## config.mk

```make
export PLATFORM = sky130hd
export DESIGN_NAME = mem_arbiter
export DESIGN_NICKNAME = d
export VERILOG_FILES = /design/src/rtl/mem_arbiter_pkg.sv /design/src/rtl/mem_arbiter_rr_arb2.sv /design/src/rtl/mem_arbiter.sv
export SDC_FILE = /design/constraint.sdc
export NUM_CORES = 1
export LEC_CHECK = 0
export BUFFER_PORTS_ARGS = -buffer_cell sky130_fd_sc_hd__buf_2
export CORE_MARGIN = 8
export CORE_UTILIZATION = 42
export DETAILED_ROUTE_END_ITERATION = 7
export PLACE_DENSITY_LB_ADDON = 0.05
export SYNTH_ARGS = -nofsm -noshare
export SYNTH_HDL_FRONTEND = slang
export SYNTH_SLANG_ARGS = --single-unit
```

## constraint.sdc

```tcl
create_clock -name clk -period 2.1 [get_ports clk]
set_input_delay 0.63 -clock clk [delete_from_list [all_inputs] [get_ports clk]]
set_output_delay 0.63 -clock clk [all_outputs]
set_load 0.05 [all_outputs]
```

## src/rtl/mem_arbiter_pkg.sv

```systemverilog
// Shared types and constants for the two-port memory arbiter.
package mem_arbiter_pkg;

  typedef enum logic [1:0] {IDLE, ISSUE, WAIT, RESP} state_t;

  typedef enum logic {PORT_IF = 1'b0, PORT_LS = 1'b1} port_t;

  localparam int         STRB_W     = 4;
  localparam logic [1:0] ALIGN_MASK = 2'b11;

  function automatic logic is_misaligned(input logic [1:0] adr_lo);
    return (adr_lo & ALIGN_MASK) != 2'b00;
  endfunction

endpackage

```

## src/rtl/mem_arbiter_rr_arb2.sv

```systemverilog
// Two-requester round-robin arbiter; req/gnt bit 0 is fetch, bit 1 is load/store.
module rr_arb2
  import mem_arbiter_pkg::*;
(
  input  logic       clk,
  input  logic       rst_n,
  input  logic [1:0] req,
  input  logic       en,
  input  logic       upd,
  input  logic       upd_port,
  output logic [1:0] gnt
);

  port_t last_q;

  // Pointer starts at LS so fetch wins the first contention.
  always_ff @(posedge clk) begin
    if (!rst_n) begin
      last_q <= PORT_LS;
    end else if (upd) begin
      last_q <= port_t'(upd_port);
    end
  end

  always_comb begin
    gnt = 2'b00;
    if (en) begin
      if (req == 2'b11) begin
        gnt = (last_q == PORT_LS) ? 2'b01 : 2'b10;
      end else begin
        gnt = req;
      end
    end
  end

endmodule

```

## src/rtl/mem_arbiter.sv

```systemverilog
// Shares one single-port memory between fetch and load/store, one transaction
// at a time, with a fixed access latency, ack timeout and misalignment errors.
module mem_arbiter
  import mem_arbiter_pkg::*;
#(
  parameter int XLEN    = 32,
  parameter int MEM_LAT = 1,
  parameter int TIMEOUT = 16
) (
  input  logic              clk,
  input  logic              rst_n,
  input  logic              if_req_valid,
  output logic              if_req_ready,
  input  logic [XLEN-1:0]   if_req_adr,
  output logic              if_resp_valid,
  output logic [XLEN-1:0]   if_resp_data,
  output logic              if_resp_err,
  input  logic              ls_req_valid,
  output logic              ls_req_ready,
  input  logic              ls_req_we,
  input  logic [XLEN-1:0]   ls_req_adr,
  input  logic [XLEN-1:0]   ls_req_wdata,
  input  logic [STRB_W-1:0] ls_req_strobe,
  output logic              ls_resp_valid,
  output logic [XLEN-1:0]   ls_resp_data,
  output logic              ls_resp_err,
  output logic              mem_r_v,
  output logic              mem_w_v,
  output logic [XLEN-1:0]   mem_adr,
  output logic [XLEN-1:0]   mem_data,
  output logic [STRB_W-1:0] mem_strobe,
  input  logic [XLEN-1:0]   mem_resp,
  input  logic              mem_ack
);

  localparam int LAT_W = $clog2(MEM_LAT + 1);
  localparam int TO_W  = $clog2(TIMEOUT + 1);

  state_t              state_q, state_d;
  port_t               port_q;
  logic                we_q;
  logic [XLEN-1:0]     adr_q, wdata_q, rdata_q;
  logic [STRB_W-1:0]   strobe_q;
  logic                err_q;
  logic [LAT_W-1:0]    lat_cnt_q;
  logic [TO_W-1:0]     to_cnt_q;

  logic [1:0]          gnt;
  logic                accept, acc_we, acc_misal, lat_window, timed_out;
  port_t               acc_port;
  logic [XLEN-1:0]     acc_adr, acc_wdata;
  logic [STRB_W-1:0]   acc_strobe;

  rr_arb2 u_arb (
    .clk      (clk),
    .rst_n    (rst_n),
    .req      ({ls_req_valid, if_req_valid}),
    .en       ((state_q == IDLE) && rst_n),
    .upd      (state_q == RESP),
    .upd_port (port_q),
    .gnt      (gnt)
  );

  assign accept     = |gnt;
  assign acc_port   = gnt[1] ? PORT_LS : PORT_IF;
  assign acc_adr    = gnt[1] ? ls_req_adr : if_req_adr;
  assign acc_we     = gnt[1] & ls_req_we;
  assign acc_wdata  = gnt[1] ? ls_req_wdata : '0;
  assign acc_strobe = acc_we ? ls_req_strobe : '0;
  assign acc_misal  = is_misaligned(acc_adr[1:0]);

  // The counter is loaded with MEM_LAT in ISSUE; the answer may be sampled
  // in the WAIT cycle where it steps from 1 to 0, and every cycle after.
  assign lat_window = (lat_cnt_q == '0) || (lat_cnt_q == LAT_W'(1));
  assign timed_out  = (to_cnt_q == TO_W'(TIMEOUT));

  always_ff @(posedge clk) begin
    if (!rst_n) begin
      state_q <= IDLE;
    end else begin
      state_q <= state_d;
    end
  end

  always_comb begin
    state_d = state_q;
    case (state_q)
      IDLE:    if (accept) state_d = acc_misal ? RESP : ISSUE;
      ISSUE:   state_d = WAIT;
      WAIT:    if (lat_window && (mem_ack || timed_out)) state_d = RESP;
      RESP:    state_d = IDLE;
      default: state_d = IDLE;
    endcase
  end

  always_ff @(posedge clk) begin
    if (!rst_n) begin
      port_q    <= PORT_IF;
      we_q      <= 1'b0;
      adr_q     <= '0;
      wdata_q   <= '0;
      strobe_q  <= '0;
      rdata_q   <= '0;
      err_q     <= 1'b0;
      lat_cnt_q <= '0;
      to_cnt_q  <= '0;
    end else begin
      case (state_q)
        IDLE: begin
          if (accept) begin
            port_q   <= acc_port;
            we_q     <= acc_we;
            adr_q    <= acc_adr;
            wdata_q  <= acc_wdata;
            strobe_q <= acc_strobe;
            rdata_q  <= '0;
            err_q    <= acc_misal;
          end
        end
        ISSUE: begin
          lat_cnt_q <= LAT_W'(MEM_LAT);
          to_cnt_q  <= '0;
        end
        WAIT: begin
          if (lat_cnt_q != '0) lat_cnt_q <= lat_cnt_q - LAT_W'(1);
          if (lat_window) begin
            if (mem_ack) begin
              rdata_q <= we_q ? '0 : mem_resp;
              err_q   <= 1'b0;
            end else if (timed_out) begin
              rdata_q <= '0;
              err_q   <= 1'b1;
            end else begin
              to_cnt_q <= to_cnt_q + TO_W'(1);
            end
          end
        end
        default: begin
          lat_cnt_q <= '0;
          to_cnt_q  <= '0;
        end
      endcase
    end
  end

  assign if_req_ready  = gnt[0];
  assign ls_req_ready  = gnt[1];

  assign if_resp_valid = (state_q == RESP) && (port_q == PORT_IF);
  assign ls_resp_valid = (state_q == RESP) && (port_q == PORT_LS);
  assign if_resp_err   = if_resp_valid & err_q;
  assign ls_resp_err   = ls_resp_valid & err_q;
  assign if_resp_data  = rdata_q;
  assign ls_resp_data  = rdata_q;

  assign mem_r_v    = (state_q == ISSUE) && !we_q;
  assign mem_w_v    = (state_q == ISSUE) && we_q;
  assign mem_adr    = adr_q;
  assign mem_data   = wdata_q;
  assign mem_strobe = strobe_q;

endmodule

```

==> results.toml <==
[sta]
tightest_slew_ns = 0.394
period_needed_ns = 2.02
finalClockSkew_ns = 0.00751
fin_hold_ws_ns = 0.481
fmax_mhz = 495
min_period_over_period = 0.962
final-setup-viol-count = 0
final-hold-violation-count = 0
rsz0062_at_grt = "no"
slew_headroom = 0.737
drv_slew = 0

[route]
drt_iter0_drc = 211
routedWlPerCell_um = 15.8
vias = 4735
drt.antenna.violating_nets = 0
route.detailed.drc = 0
wirelength_mm = 14.7
dr.pass1.iters = 4
avgViaCountPerCell = 5.06

[clock_tree]
cts_buffer_depth = 2
cts_tree = "done"
cts_buffers = 9
clock_sinks = 111
htreeDepth = 3
cts_root_buffer = "clkbuf_16"
ctsHoldBuffers = 0
clock_latency_ns = 0.35
cts_setup_buffers = 0
cts.clk_slew.worst_paths_ns = 0.07

[placement]
dp_hpwl_mm = 11.1
io_buffers = 277
gp_congestion = 0.805

[finish]
area_growth_pct = 33.8
mostFrequentLayoutCells = "buf_2, dfxtp_1, nand2_1, nor2_1, o21ai_0"
n_antenna_cell = 0
fin_nets = 932
final_common_cell = "buf_2"
drive_above_1_share = 0.408
n_fill_cell = 1069

[global_route]
grt_pass1_vias = 4535
grt_max_degree = 70
grt_pass1_wl_mm = 22.6
track_usage = 0.188
antenna_found_initial = 0
gr-total-overflow = 0

[power_and_ir_drop]
power_density_nw_per_um2 = 1090
p_switching_mw = 2.84
power_mw = 6.95
power_frac_comb = 0.389
internal_power_mw = 4.10
clockPowerShare = 0.247
p_sw_frac = 0.409
p_seq_frac = 0.364
ir_drop_uv = 538
leakagePower_nw = 3.06

[logic_synthesis]
seq_area_frac_synth = 0.467
ys_ff_latch = 111
synth_xor_area_frac = 0.00552
syn_avg_cell_area_um2 = 8.47
synthSimpleGateAreaFrac = 0.203
synthAdderAreaFrac = 0.0184
synth_compound_area_frac = 0.197
muxShareOfSynthArea = 0.00421
yosys.cell_types.count = 38
synthesis.nets = 707
ys_warn_count = 0
synth_top_family_by_area = "simple AND/OR/NAND/NOR gates"
syn-cell-area_um2 = 4760
synthCells = 562

[floorplan]
coreArea_um2 = 11200
ios = 278
start_util = 0.424
die-height_um = 122
die-area_um2 = 15000
fp.dieW_um = 122
row_count = 39

[min_path]
worstHoldPathType = "reg -> reg"

[setup_path]
critPathMaxFanout = 4
timing.critical_path.buf_inv = 2
crit_chain = "inv_2 -> ha_4 -> nand3_1 -> a21oi_2 -> buf_6"
cpPeakStageDelay_ns = 0.36
cp_slowest_cell = "dfxtp_2"
worst_ep_arrival_time_ns = 1.39
cp_top_family = "flip-flops"
path_class = "reg -> out"
startpoint_type = "flip-flop"
worstSetupEndpointType = "output pin"
required_ns = 1.47

[run_status]
outcome = "finished clean"

[job]
maxCapViolCount = 0
-- cell families after synthesis --
logic type,count (synthesis)
xor gates and xnor gates,3
AOI/OAI and AO/OA,152
adders and majority gates,7
buffers and inverters,85
and+or+nand+nor,202
muxes,2
DFF,111
-- Yosys cell counts --
library cell	n	area [um^2]
buf_2	17	85.1
ha_1	7	87.6
nand4_1	2	12.5
buf_6	3	33.8
a22oi_1	34	255
and3_1	1	6.26
a211oi_1	2	15.0
buf_4	36	270
nor2_2	1	6.26
nand3b_1	1	7.51
a22o_1	1	8.76
nor2_1	49	184
and2_1	2	12.5
nand4_4	1	21.3
xor2_1	2	17.5
dfxtp_1	111	2220
nand2_1	72	270
a22oi_2	1	12.5
clkbuf_1	20	75.1
nor2b_1	3	18.8
o21ai_0	38	190
o32ai_1	1	8.76
nand2b_1	34	213
o211ai_2	1	12.5
o22ai_1	1	6.26
nor3b_1	1	7.51
inv_1	7	26.3
o211ai_1	1	7.51
nand4bb_4	1	27.5
mux2i_1	2	20.0
o221a_2	1	11.3
xnor2_1	1	8.76
inv_2	2	7.51
nand3_1	33	165
a31oi_1	32	200
a32oi_1	4	35.0
a21oi_1	35	175
nor2b_4	1	13.8
-- tightest hold or removal path, delay by kind of cell, from the launching register on --
kind | cells | cell delay (ns)
flip-flops | 1 | 0.32
AO/OA/AOI/OAI | 1 | 0.05
AND/OR/NAND/NOR | 1 | 0.07
-- state kept, by name, summed over array words and instances, names as in the netlist --
signal / cells
if_resp_data: 32
mem_adr: 32
mem_data: 32
to_cnt_q: 5
mem_strobe: 4
state_q: 2
err_q: 1
port_q: 1
u_arb.last_q: 1
we_q: 1
-- worst paths after layout --
| check | slack [ns] | depth (start not counted) | start | to |
|---|---|---|---|---|
| worst max-delay path | 0.08 | 5 | state_q[0]$_SDFFE_PN0P_ | if_req_ready |
| worst min-delay path | 0.48 | 2 | if_resp_data[15]$_SDFFE_PN0P_ | if_resp_data[15]$_SDFFE_PN0P_ |
| worst max register to register | 0.28 | 7 | state_q[0]$_SDFFE_PN0P_ | if_resp_data[9]$_SDFFE_PN0P_ |
| worst min register to register | 0.48 | 2 | if_resp_data[15]$_SDFFE_PN0P_ | if_resp_data[15]$_SDFFE_PN0P_ |
-- routing by layer --
layer,wire length [um],global-route usage,vias up
met5,0,0,-
met1,5600,0.209,2204
met3,1440,0.0630,20
met4,282,0.0693,0
li1,-,-,2353
met2,7420,0.326,158
-- repair_timing --
| item | CTS | global route |
|---|---|---|
| endpoints found under the setup margin | 3 | 7 |
| cloned | 0 | 0 |
| gates resized for setup | 7 | 7 |
-- cell type report --
cell class,count,area (um^2),area share
flip-flops and latches,111,2220,0.350
multi-input cells,366,2080,0.326
repair buffers,290,1550,0.244
clock buffers,10,229,0.0360
well taps,143,179,0.0281
clock inverters,6,70.1,0.0110
inverters,9,33.8,0.00531
-- metrics by stage --
step                      cells  worst slack [ns]  utilization  setup TNS [ns]  cell area, um^2
after floorplan             562           -0.0796            -         -0.0796             4760
after global placement      919             0.147        0.536               0             6020
after detailed placement    919             0.138        0.536               0             6020
after CTS                   935           0.00362        0.565               0             6350
after global routing        935            0.0155        0.567               0             6360
final                       935            0.0799        0.567               0             6360
-- power by group through the flow --
stage / logic [mW] / registers [mW] / clock network, mW
after floorplan: 1.28 / 3.35 / 0
after global placement: 2.67 / 2.55 / 0
after detailed placement: 2.69 / 2.56 / 0
after CTS: 2.73 / 2.52 / 1.76
after global routing: 2.90 / 2.57 / 1.84
final: 2.70 / 2.53 / 1.71
Note: power is estimated with default switching activity, not from simulation.
